<file path="src/rtl/maxpool_2x2.sv">
// Streaming 2x2 stride-2 max-pool over a raster pixel stream.
// One line buffer of horizontal maxima; no backpressure.
module maxpool_2x2 #(
  parameter int IN_WIDTH   = 5,
  parameter int IN_HEIGHT  = 5,
  parameter int IN_CHANNEL = 3,
  parameter int DATA_WIDTH = 8
) (
  input  logic                             clk,
  input  logic                             rst,
  input  logic [DATA_WIDTH*IN_CHANNEL-1:0] i_data,
  input  logic                             i_valid,
  output logic [DATA_WIDTH*IN_CHANNEL-1:0] o_data,
  output logic                             o_valid,
  output logic                             o_last
);

  localparam int OUT_W = IN_WIDTH / 2;
  localparam int OUT_H = IN_HEIGHT / 2;
  localparam int PW    = DATA_WIDTH * IN_CHANNEL;
  localparam int CW    = $clog2(IN_WIDTH);
  localparam int RW    = $clog2(IN_HEIGHT);
  localparam int LW    = (OUT_W > 1) ? $clog2(OUT_W) : 1;

  localparam logic [CW-1:0] COL_END = CW'(IN_WIDTH - 1);
  localparam logic [CW-1:0] COL_LIM = CW'(2 * OUT_W - 1);
  localparam logic [RW-1:0] ROW_END = RW'(IN_HEIGHT - 1);
  localparam logic [RW-1:0] ROW_LIM = RW'(2 * OUT_H - 1);

  logic [CW-1:0] r_col;
  logic [RW-1:0] r_row;
  logic [PW-1:0] r_h;
  logic [PW-1:0] r_lb [OUT_W];
  logic [PW-1:0] r_o_data;
  logic          r_o_valid;
  logic          r_o_last;

  logic [LW-1:0] w_lb_idx;
  logic [PW-1:0] w_lb_rd;
  logic [PW-1:0] w_hmax;
  logic [PW-1:0] w_pool;
  logic          w_in_col;
  logic          w_in_row;
  logic          w_h_wr;
  logic          w_lb_wr;
  logic          w_emit;
  logic          w_last;

  assign w_lb_idx = LW'(r_col >> 1);
  assign w_lb_rd  = r_lb[w_lb_idx];
  assign w_in_col = (r_col <= COL_LIM);
  assign w_in_row = (r_row <= ROW_LIM);

  // Even in-range column loads h; odd column with valid row pools.
  assign w_h_wr  = i_valid && w_in_col && !r_col[0];
  assign w_lb_wr = i_valid && w_in_col && r_col[0]
                   && w_in_row && !r_row[0];
  assign w_emit  = i_valid && w_in_col && r_col[0]
                   && w_in_row && r_row[0];
  assign w_last  = (r_col == COL_LIM) && (r_row == ROW_LIM);

  // Per-channel unsigned max: horizontal pair, then against line buffer.
  for (genvar k = 0; k < IN_CHANNEL; k++) begin : g_ch
    logic [DATA_WIDTH-1:0] w_a;
    logic [DATA_WIDTH-1:0] w_b;
    logic [DATA_WIDTH-1:0] w_m;
    logic [DATA_WIDTH-1:0] w_l;
    assign w_a = r_h[DATA_WIDTH*k +: DATA_WIDTH];
    assign w_b = i_data[DATA_WIDTH*k +: DATA_WIDTH];
    assign w_m = (w_a > w_b) ? w_a : w_b;
    assign w_l = w_lb_rd[DATA_WIDTH*k +: DATA_WIDTH];
    assign w_hmax[DATA_WIDTH*k +: DATA_WIDTH] = w_m;
    assign w_pool[DATA_WIDTH*k +: DATA_WIDTH] = (w_l > w_m) ? w_l : w_m;
  end

  // Raster position counters, hold register and registered outputs.
  always_ff @(posedge clk or posedge rst) begin
    if (rst) begin
      r_col     <= '0;
      r_row     <= '0;
      r_h       <= '0;
      r_o_data  <= '0;
      r_o_valid <= 1'b0;
      r_o_last  <= 1'b0;
    end else begin
      r_o_valid <= 1'b0;
      r_o_last  <= 1'b0;
      if (i_valid) begin
        if (r_col == COL_END) begin
          r_col <= '0;
          r_row <= (r_row == ROW_END) ? '0 : r_row + RW'(1);
        end else begin
          r_col <= r_col + CW'(1);
        end
      end
      if (w_h_wr) begin
        r_h <= i_data;
      end
      if (w_emit) begin
        r_o_data  <= w_pool;
        r_o_valid <= 1'b1;
        r_o_last  <= w_last;
      end
    end
  end

  // Line buffer: written on even rows before every odd-row read, so no reset.
  always_ff @(posedge clk) begin
    if (w_lb_wr) begin
      r_lb[w_lb_idx] <= w_hmax;
    end
  end

  assign o_data  = r_o_data;
  assign o_valid = r_o_valid;
  assign o_last  = r_o_last;

endmodule

</file>
<file path="config.mk">
export PLATFORM = sky130hd
export DESIGN_NAME = maxpool_2x2
export DESIGN_NICKNAME = d
export VERILOG_FILES = /design/src/rtl/maxpool_2x2.sv
export SDC_FILE = /design/constraint.sdc
export NUM_CORES = 1
export LEC_CHECK = 0
export ABC_AREA = 0
export CORE_ASPECT_RATIO = 1.25
export CORE_MARGIN = 1
export CORE_UTILIZATION = 63
export DETAILED_ROUTE_END_ITERATION = 12
export GPL_TIMING_DRIVEN = 1
export PLACE_DENSITY = 0.83
export SYNTH_ARGS = -nofsm -noshare
export SYNTH_HDL_FRONTEND = slang
export SYNTH_SLANG_ARGS = --single-unit
</file>
<file path="constraint.sdc">
create_clock -name clk -period 8.3 [get_ports clk]
set_clock_uncertainty 0.15 [all_clocks]
set_input_delay 1.66 -clock clk [delete_from_list [all_inputs] [get_ports clk]]
set_output_delay 1.66 -clock clk [all_outputs]
set_load 0.01 [all_outputs]
</file>
== After elaboration in Yosys (flattened, before gate mapping) ==
Memory sizes are Yosys's and may differ from the RTL's.
Cells that the tools add are included.
Word-level totals
  bits in registers: 56
  input port bits: 27
  memories: 1
  output and inout port bits: 26
  logic and storage cells: 43
  memory bits (writable): 48
Operators by class
  reduce and logical (&&, ||, !) cells: 10
  multiplexer cells: 12
  magnitude comparators: 8
  $add $sub $neg: 2
  equality and inequality tests: 4
Memories
  r_lb: words 2, bits a word 24, read ports 1, clocked after memory_dff 0, wr ports 1, RTL line 33  | logic [PW-1:0] r_lb [OUT_W];
Operators with widths (number)
  $gt A8 B8 Y1: 6
  $mux W8: 6
  $logic_and A1 B1 Y1: 7
  $add A3 B1 Y3 const B: 2
  $eq A3 B2 Y1 const B: 2
  $eq A3 B3 Y1 const B: 2
  $le A3 B2 Y1 const B: 2
  $mux W3: 2
  $mux W1: 4
  $logic_not A1 Y1: 2
  $reduce_and A2 Y1: 1

== Logic depth before layout (Yosys ltp) ==
  word-level depth: 7
  depth in mapped cells: 18
  mapped depth without buffers: 15

== Worst setup path before layout ==
OpenSTA, ideal clock, no wires.
  kind: input to register
  from: in i_data[17]
  to: reg r_o_data[17] (netlist: o_data[17])
  arrival time: 4790 ps
  stages on the path: 18
  setup slack: 3239 ps
  path buffers: 4
  library setup time: 121 ps
  required time: 8029 ps
  cells stage by stage: inv_1 -> ha_1 -> nor2b_1 -> o211a_1 -> o31a_1 -> buf_6 -> and2_4 -> buf_6 -> buf_6 -> o21a_1 -> ha_1 -> nor2b_1 -> o211ai_1 -> a21oi_1 -> o31ai_2 -> buf_2 -> o211ai_1 -> a22o_1
On the way
  cells in the longest elaborated chain, start to end: 4
RTL lines
  from (decl): RTL line 11  | input logic [DATA_WIDTH*IN_CHANNEL-1:0] i_data,
  $gt A8 B8 Y1: RTL line 70  | assign w_m = (w_a > w_b) ? w_a : w_b;
  $mux W8 (*): RTL line 70
  $gt A8 B8 Y1: RTL line 73  | assign w_pool[DATA_WIDTH*k +: DATA_WIDTH] = (w_l > w_m) ? w_l : w_m;
  $mux W8 (*): RTL line 73
  to (signal assigned): RTL line 100  | r_o_data <= w_pool;
  to (decl): RTL line 34  | logic [PW-1:0] r_o_data;
Mark *: on every way between the ends. The rest lies on a longest branch, timed or not.
A chain may end at the register's enable or synchronous reset.

== Final worst setup path ==
Same ends and word-level chain as after synthesis.

==> impl_metrics.json <==
{
  "status": "finished, final reports clean",
  "placed_area_sq_um": 6430,
  "first_global_vias": 4242,
  "drive_gt1_frac": 0.151,
  "crit_type": "in -> reg",
  "floorplan.initialDensity": 0.658,
  "fin_crit_ns": 5.75,
  "regArea_sq_um": 2840,
  "grt_usage": 0.264,
  "ys.flop_type": "dfrtp_1",
  "power_density_nw_per_um2": 378,
  "rows": 38,
  "worst_slew_pin_slew_ns": 1.13,
  "crit_chain": "clkdlybuf4s50_1 > inv_1 > ha_1 > nor2b_1 > o211a_1 > o31a_1 > and2_4 > o21a_1 > ha_1 > a211oi_1 > nor2_1 > o31ai_2 > o211ai_1 > a22o_1",
  "rsz0062_at_grt": "false",
  "ant_nets": 0,
  "hold_viol_final": 0,
  "power.switching_mw": 1.01,
  "vias": 4123,
  "io_buffers": 52,
  "clk_pin_slew_ns": 0.09,
  "ctsRootBufferMaster": "clkbuf_8",
  "crit_top_cell": "ha_1",
  "grt_pass1_wl_mm": 19.2,
  "syn_nets": 583,
  "io_pins": 53,
  "route.detailed.drc": 0,
  "wire_per_inst_um": 17.4,
  "multi_input_area_sq_um": 2670,
  "ir_drop_mv": 0.221,
  "cts_tree": "yes",
  "synthDistinctLibCells": 40,
  "layout_commonest_cell": "dfrtp_1",
  "clkLatencyLatePin_ns": 0.38,
  "place_congestion": 0.831,
  "cts_hold_buf": 0,
  "num-nets-final": 633,
  "setup_viol": 0,
  "holdWs_ns": 0.365,
  "wl_mm": 11.7,
  "rr_startpoint": "r_h[23]",
  "cts_sinks": 104,
  "final.setup.tns_ns": 0,
  "core_sq_um": 8840,
  "reg2reg_slack_ns": 3.98,
  "min_period_over_period": 0.693,
  "drt_iter0_markers": 173,
  "cts-resized-gates": 0,
  "overflow": 0,
  "critPathLaunch": "i_data[17]",
  "netlist_instances": 502,
  "fmax_ghz": 0.174,
  "synth_area_per_cell_sq_um": 11.6,
  "p_int_mw": 1.49,
  "slowest_stage": "o31ai_2",
  "dieArea_sq_um": 9620,
  "vias_per_cell": 6.09,
  "seqPwrFrac": 0.337,
  "yosys_warnings": 0,
  "slew-limit-headroom": 0.246,
  "htreeDepth": 3,
  "fp.dieH_um": 109,
  "leakage_nw": 2.86,
  "die_w_um": 87.9,
  "min_from": "o_data[9]",
  "worstPathMaxFanout": 16,
  "post_cts_buffers": 0,
  "final_area_sq_um": 6610,
  "pwr-share-comb": 0.541,
  "maxSlewViolCount": 0,
  "drv_cap": 0,
  "cts_buffer_depth": 2,
  "endpoint_kind": "flop",
  "ys_seq_area_frac": 0.489,
  "cts_buffers": 9,
  "max_stage_delay_ns": 0.92,
  "synth_edf_count": 48,
  "cp.required_ns": 8.42,
  "fillerInstances": 614,
  "arrival_ns": 5.87,
  "p_sw_frac": 0.403,
  "start_kind": "primary input",
  "drt_pass1_iterations": 5,
  "diodes": 0,
  "synth.cell_area_sq_um": 5820,
  "hold_class": "reg -> reg",
  "place_hpwl_mm": 8.56,
  "most-common-layout-cells": "56 x dfrtp_1, 55 x inv_1, 54 x ha_1",
  "antenna_found_initial": 0,
  "yosys_register_bits": 104,
  "grt_max_degree": 57,
  "clockPowerShare": 0.122,
  "p_total_mw": 2.50,
  "syn2layout_area_growth_pct": 13.7,
  "ys_async_sr_fraction": 0.538
}
critical path, delay by kind of cell:
kind / cells / cell delay [ns]
AOI/OAI and AO/OA: 7 / 2.47
buffers and inverters: 2 / 0.58
adders and majority gates: 2 / 0.64
and+or+nand+nor: 3 / 0.52
layout make-up:
class,count,area share
tap,120,0.0227
inverter,56,0.0318
timing repair buffer,57,0.0844
clock buffer,12,0.0204
multi-input combinational,324,0.404
sequential,104,0.430
clock inverter,4,0.00700
stage by stage:
stage	setup WS [ns]	std cells	util
3_3_place_gp	2.43	661	0.727
6_report	2.55	677	0.748
3_5_place_dp	2.21	661	0.727
4_1_cts	2.61	677	0.748
2_1_floorplan	3.24	502	-
5_1_grt	2.28	677	0.748
layer usage:
metal  up-vias  GRT usage  part of all wire
li1       1946          -                 -
met1      2014      0.305              0.41
met5         -          0                 0
met2       129      0.462              0.52
met3        34     0.0578             0.038
met4         0      0.122             0.032
power groups by stage:
stage,logic (mW),clock network [mW],registers [mW]
after floorplan,0.966,0,0.848
after global placement,1.26,0,0.841
after detailed placement,1.33,0,0.849
after CTS,1.34,0.308,0.840
after global routing,1.50,0.327,0.857
final,1.35,0.306,0.841
cell families (layout without fill, tap and decap cells):
kind of cell               count (synthesis)  count (layout)  synth area share
DFF                                      104             104             0.489
and+or+nand+nor                           97              97            0.0843
AOI/OAI and AO/OA                        112             112             0.142
muxes                                     61              61             0.116
buffers and inverters                     74             129            0.0533
adders and majority gates                 54              54             0.116
final timing paths:
| path | endpoint | depth (start not counted) |
|---|---|---|
| worst max-delay path | o_data[17] | 14 |
| worst min-delay path | o_data[9] | 2 |
| max in group asynchronous | r_h[9] | 3 |
| worst max register to register | o_data[17] | 12 |
| worst min register to register | o_data[9] | 2 |
| min in group asynchronous | r_col[1] | 3 |
synth_stat cells (3+ instances only):
library cell / number / share of area
and2_1: 6 / 0.0065
o211a_1: 5 / 0.0086
nand2_1: 19 / 0.012
a21oi_1: 15 / 0.013
a22o_1: 9 / 0.014
nor2_1: 18 / 0.012
buf_6: 3 / 0.0058
ha_1: 54 / 0.12
nand4_1: 10 / 0.011
a211oi_1: 5 / 0.0065
buf_1: 4 / 0.0026
inv_1: 56 / 0.036
o211ai_1: 19 / 0.025
a21o_1: 6 / 0.0077
dfrtp_1: 56 / 0.24
a31oi_1: 8 / 0.0086
mux2i_1: 10 / 0.017
clkbuf_1: 3 / 0.0019
o21ai_0: 21 / 0.018
edfxtp_1: 48 / 0.25
nand3_1: 27 / 0.023
mux2_2: 51 / 0.099
or2_2: 4 / 0.0043
o21a_1: 13 / 0.017
nor2b_1: 5 / 0.0054
buf_2: 8 / 0.0069
state kept, by name (all words and copies together) (netlist names):
signal	count
r_lb	48
o_data	24
r_h	24
r_col	3
r_row	3
o_last	1
o_valid	1
(Power assumes the default switching activity.)
